**config.mk**
```make
export PLATFORM = sky130hd
export DESIGN_NAME = qnigma_sipo_frame
export DESIGN_NICKNAME = d
export VERILOG_FILES = /design/src/rtl/qnigma_sipo_frame.sv
export SDC_FILE = /design/constraint.sdc
export NUM_CORES = 1
export LEC_CHECK = 0
export CORE_ASPECT_RATIO = 0.5
export CORE_MARGIN = 1.5
export CORE_UTILIZATION = 48
export DETAILED_ROUTE_END_ITERATION = 6
export PLACE_DENSITY = 0.75
export SYNTH_ARGS = -nofsm -noshare
export SYNTH_HDL_FRONTEND = slang
export SYNTH_SLANG_ARGS = --single-unit
```
**constraint.sdc**
```tcl
create_clock -name clk -period 2.8 [get_ports clk]
set_clock_uncertainty 0.15 [all_clocks]
set_input_delay 0.7 -clock clk [delete_from_list [all_inputs] [get_ports clk]]
set_output_delay 0.7 -clock clk [all_outputs]
set_load 0.01 [all_outputs]
```
**src/rtl/qnigma_sipo_frame.sv**
```systemverilog
// Frame-aware serial-in/parallel-out collector: packs WIDTH-bit words into
// LENGTH-word blocks, flushing on EOF and discarding partial blocks on SOF.
module qnigma_sipo_frame #(
  parameter int WIDTH      = 8,
  parameter int LENGTH     = 8,
  parameter int FIRST_HIGH = 1,
  localparam int CW        = $clog2(LENGTH + 1)
) (
  input  logic                      clk,
  input  logic                      rst,
  input  logic [WIDTH-1:0]          ser_i,
  input  logic                      ser_val_i,
  input  logic                      ser_sof_i,
  input  logic                      ser_eof_i,
  output logic [LENGTH*WIDTH-1:0]   par_o,
  output logic [CW-1:0]             par_cnt_o,
  output logic                      par_last_o,
  output logic                      par_val_o,
  input  logic                      par_rdy_i,
  output logic                      ovf_o,
  output logic                      abort_o
);

  logic [LENGTH-2:0][WIDTH-1:0] acc_q, acc_d;
  logic [CW-1:0]                cnt_q, cnt_d;
  logic [LENGTH-1:0][WIDTH-1:0] par_q, par_d;
  logic [CW-1:0]                par_cnt_q, par_cnt_d;
  logic                         par_last_q, par_last_d;
  logic                         par_val_q, par_val_d;
  logic                         ovf_q, ovf_d;
  logic                         abort_q, abort_d;

  logic [CW-1:0]                eff_cnt;
  logic                         complete;
  logic                         out_free;
  logic [LENGTH-1:0][WIDTH-1:0] slots;
  logic [LENGTH-1:0][WIDTH-1:0] blk;

  always_comb begin
    // An SOF word restarts the block at slot 0 regardless of the fill count
    eff_cnt  = ser_sof_i ? '0 : cnt_q;
    complete = (eff_cnt == CW'(LENGTH - 1)) || ser_eof_i;
    out_free = !par_val_q || par_rdy_i;

    slots = '0;
    for (int unsigned k = 0; k < LENGTH - 1; k++) begin
      if (CW'(k) < eff_cnt) slots[k] = acc_q[k];
    end
    for (int unsigned k = 0; k < LENGTH; k++) begin
      if (CW'(k) == eff_cnt) slots[k] = ser_i;
    end

    blk = '0;
    for (int unsigned k = 0; k < LENGTH; k++) begin
      if (FIRST_HIGH != 0) blk[LENGTH-1-k] = slots[k];
      else                 blk[k]          = slots[k];
    end

    acc_d      = acc_q;
    cnt_d      = cnt_q;
    par_d      = par_q;
    par_cnt_d  = par_cnt_q;
    par_last_d = par_last_q;
    par_val_d  = par_val_q && !par_rdy_i;
    ovf_d      = ovf_q;
    abort_d    = 1'b0;

    if (ser_val_i) begin
      abort_d = ser_sof_i && (cnt_q != '0);
      if (complete) begin
        cnt_d = '0;
        if (out_free) begin
          par_d      = blk;
          par_cnt_d  = eff_cnt + CW'(1);
          par_last_d = ser_eof_i;
          par_val_d  = 1'b1;
        end else begin
          ovf_d = 1'b1;
        end
      end else begin
        for (int unsigned k = 0; k < LENGTH - 1; k++) begin
          if (CW'(k) == eff_cnt) acc_d[k] = ser_i;
        end
        cnt_d = eff_cnt + CW'(1);
      end
    end
  end

  always_ff @(posedge clk) begin
    if (rst) begin
      acc_q      <= '0;
      cnt_q      <= '0;
      par_q      <= '0;
      par_cnt_q  <= '0;
      par_last_q <= 1'b0;
      par_val_q  <= 1'b0;
      ovf_q      <= 1'b0;
      abort_q    <= 1'b0;
    end else begin
      acc_q      <= acc_d;
      cnt_q      <= cnt_d;
      par_q      <= par_d;
      par_cnt_q  <= par_cnt_d;
      par_last_q <= par_last_d;
      par_val_q  <= par_val_d;
      ovf_q      <= ovf_d;
      abort_q    <= abort_d;
    end
  end

  assign par_o      = par_q;
  assign par_cnt_o  = par_cnt_q;
  assign par_last_o = par_last_q;
  assign par_val_o  = par_val_q;
  assign ovf_o      = ovf_q;
  assign abort_o    = abort_q;

endmodule

```
==> key figures, run 1 <==
Outcome
  • Outcome: finished clean

Setup path
  • Critical path arrival: 2.85 ns
  • Worst setup SP type: input pin
  • Crit-path slowest cell: clkdlybuf4s50_1
  • Worst setup EP type: register
  • Crit-path most repeated cell: buf_4
  • Worst setup path category: input pin to register
  • CP cell instances: clkdlybuf4s50_1, nand2b_1, buf_4, ha_1, nor2b_1, buf_4, o21ai_0, a2111oi_2, a31o_2
  • Critical Path RT: 3.01 ns
  • CP peak stage delay: 0.46 ns
  • CP max FO: 5

Power
  • P_int: 3.64 mW
  • Part of the power in registers: 0.414
  • Power share of the clock group: 0.499
  • Comb pwr share: 0.087
  • Pwr/cell area: 627 nW/um^2
  • Sw Ratio: 0.233
  • VDD IR max: 380 uV
  • Lkg Pwr: 3.07 nW
  • P_sw: 1.10 mW
  • Overall power: 4.74 mW

STA
  • FMAX: 0.379 GHz
  • Measured slew at the worst slew-check pin: 0.599 ns
  • Worst slew margin: 0.600
  • Hold Violations, Final: 0
  • Unrepaired setup endpoints after global routing: false
  • Setup-failing EPs final: 0
  • Hold Slack: 0.301 ns
  • PnR worst setup slack: 0.159 ns
  • Period utilization: 0.943
  • Slew Viols, Final: 0
  • Tmin final: 2.64 ns

GRT
  • GRT overflow: 0
  • Vias in the first global route: 4754
  • First-pass GRT wire length: 24.9 mm
  • Largest net degree at the start of global routing: 50
  • Initial antenna violation count: 0
  • Gr usage total: 0.263

Synthesis
  • Most area-consuming cells after synthesis: dfxtp_1, mux2i_1, nor2_1
  • Post-synth top area cell: dfxtp_1
  • Synth Register Bits: 132
  • Mapped Avg Cell Area: 8.86 sq um
  • Synth unique cells: 44
  • Share of the synthesized area in the top cell type: 0.474
  • Ys async rst share: 0
  • Cells after Synth: 629
  • YS warnings: 0
  • Number of synthesized flops with an enable pin: 0
  • Syn_nets: 647
  • Top FF cell, synth: dfxtp_1
  • Synth Cell Area: 5580 sq um
  • Seq/Total Area, Yosys: 0.474

Route
  • DRT Pass-1 Iters: 5
  • DRC errors left: 0
  • Vias: 5011
  • DRT iter0 DRCs: 463
  • Total Wirelength: 15.4 mm
  • Final ANT Viol Nets: 0
  • Vias per std cell: 5.60
  • Avg WL per Cell: 17.2 um

Placement
  • Placement Cell Area: 6920 sq um
  • Hpwl dp: 10.2 mm
  • Routability cong.: 0.913
  • IO buf count: 85
  • Pre-CTS WS: -0.459 ns
  • Placed insts: 864

Clock tree
  • Post_cts resized: 1
  • Worst skew pair latency: 0.42 ns
  • Clock sink total: 132
  • CTS Hold Bufs: 0
  • Root Driver: clkbuf_16
  • TritonCTS clock tree: yes
  • H-Tree Level Count: 4
  • Clock Path Buffers: 2
  • Post-CTS Setup Bufs: 0
  • Inserted Clock Buffers: 17
  • Worst-path clk slew: 0.06 ns

Layout
  • Final nets: 756
  • Antenna diodes: 0
  • Commonest non-fill, non-tap cell in the layout: dfxtp_1
  • P&R area growth vs syn: 35.5%
  • Most frequent cells in the layout: dfxtp_1, nor2_1, clkdlybuf4s50_1
  • Post-route cell area: 7550 sq um
  • Fin cells: 895
  • Share of layout cells above drive strength 1: 0.155

Floorplan
  • Die X: 155 um
  • DIE AREA: 12300 sq um
  • Row Count: 27
  • Initial Util: 0.500
  • Core box area: 11100 sq um
  • DIE HEIGHT: 79.2 um
  • Number of I/O pins: 86

Job
  • Max_cap viols: 0

Worst hold path
  • HP Class: register to register
stage by stage:
| stage | setup TNS (ns) | util |
|---|---|---|
| after global placement | -11.29 | 0.621 |
| after global routing | 0 | 0.678 |
| after detailed placement | -19.47 | 0.621 |
| after CTS | 0 | 0.677 |
| after floorplan | 0 | - |
| final | 0 | 0.678 |
cell usage after synthesis (13+ instances only):
cell      number
a21oi_1       72
buf_2         19
clkbuf_1      33
dfxtp_1      132
mux2i_1       65
nand2_1       25
nand2b_1      13
nand3_1       20
nor2_1       107
o21ai_0       50
area by class of cell:
class,count,area (sq um)
clock buffer,19,443
clock inverter,12,179
fill,898,3590
inverter,5,18.8
multi-input combinational,432,2670
sequential,132,2640
tap,145,181
timing repair buffer,150,1420
sequential cells by signal, summed over array words and instances (netlist names):
signal      cells
ovf_o           1
par_cnt_o       4
abort_o         1
par_last_o      1
par_val_o       1
cnt_q           4
acc_q          56
par_o          64
path summary, 6_finish.rpt:
check                  from        end  slack (ns)  cells past startpoint
hold reg to reg    par_o[0]   par_o[0]        0.30                      2
setup reg to reg   cnt_q[2]  par_o[25]        0.49                      6
hold / removal     par_o[0]   par_o[0]        0.30                      2
setup / recovery  ser_sof_i  par_o[25]        0.16                      9
metal layers:
layer / GRT usage / up-vias / wire length [um]
met2: 0.411 / 152 / 6930
met4: 0.0848 / 0 / 226
li1: - / 2438 / -
met3: 0.0502 / 19 / 840
met1: 0.366 / 2402 / 7360
met5: 0 / - / 0
power by group through the flow:
stage / combinational (mW) / sequential [mW] / clock, mW
after global routing: 0.444 / 1.97 / 2.46
after detailed placement: 0.406 / 2.00 / 0
after CTS: 0.411 / 1.96 / 2.38
after floorplan: 0.169 / 2.02 / 0
after global placement: 0.402 / 2.00 / 0
final: 0.413 / 1.96 / 2.37
critical path, delay by kind of cell:
| kind | cells | cell delay (ns) |
|---|---|---|
| simple gates | 2 | 0.44 |
| compound gates | 3 | 0.71 |
| buf+inv | 3 | 0.79 |
| fa+ha+maj | 1 | 0.22 |
logic make-up (layout without fill, tap and decap cells):
kind of cell | count (synthesis) | count (layout) | share of synthesized area
adder cells (fa/ha/maj) | 4 | 4 | 0.00898
buffers and inverters | 65 | 186 | 0.0516
AO/OA/AOI/OAI | 161 | 161 | 0.170
flip-flops | 132 | 132 | 0.474
multiplexers | 65 | 65 | 0.117
XOR/XNOR | 2 | 2 | 0.00314
AND/OR/NAND/NOR | 200 | 200 | 0.175
No activity file was read; power rests on OpenSTA's default activity.
==> inputs of run 2 (changes only) <==
--- a/config.mk
+++ b/config.mk
@@ -5,6 +5,7 @@
 export SDC_FILE = /design/constraint.sdc
 export NUM_CORES = 1
 export LEC_CHECK = 0
+export ABC_CLOCK_PERIOD_IN_PS = 2800
 export CORE_ASPECT_RATIO = 0.5
 export CORE_MARGIN = 1.5
 export CORE_UTILIZATION = 48
==> results of run 2 <==
Final layout, timing and power as in run 1 (identical DEF).
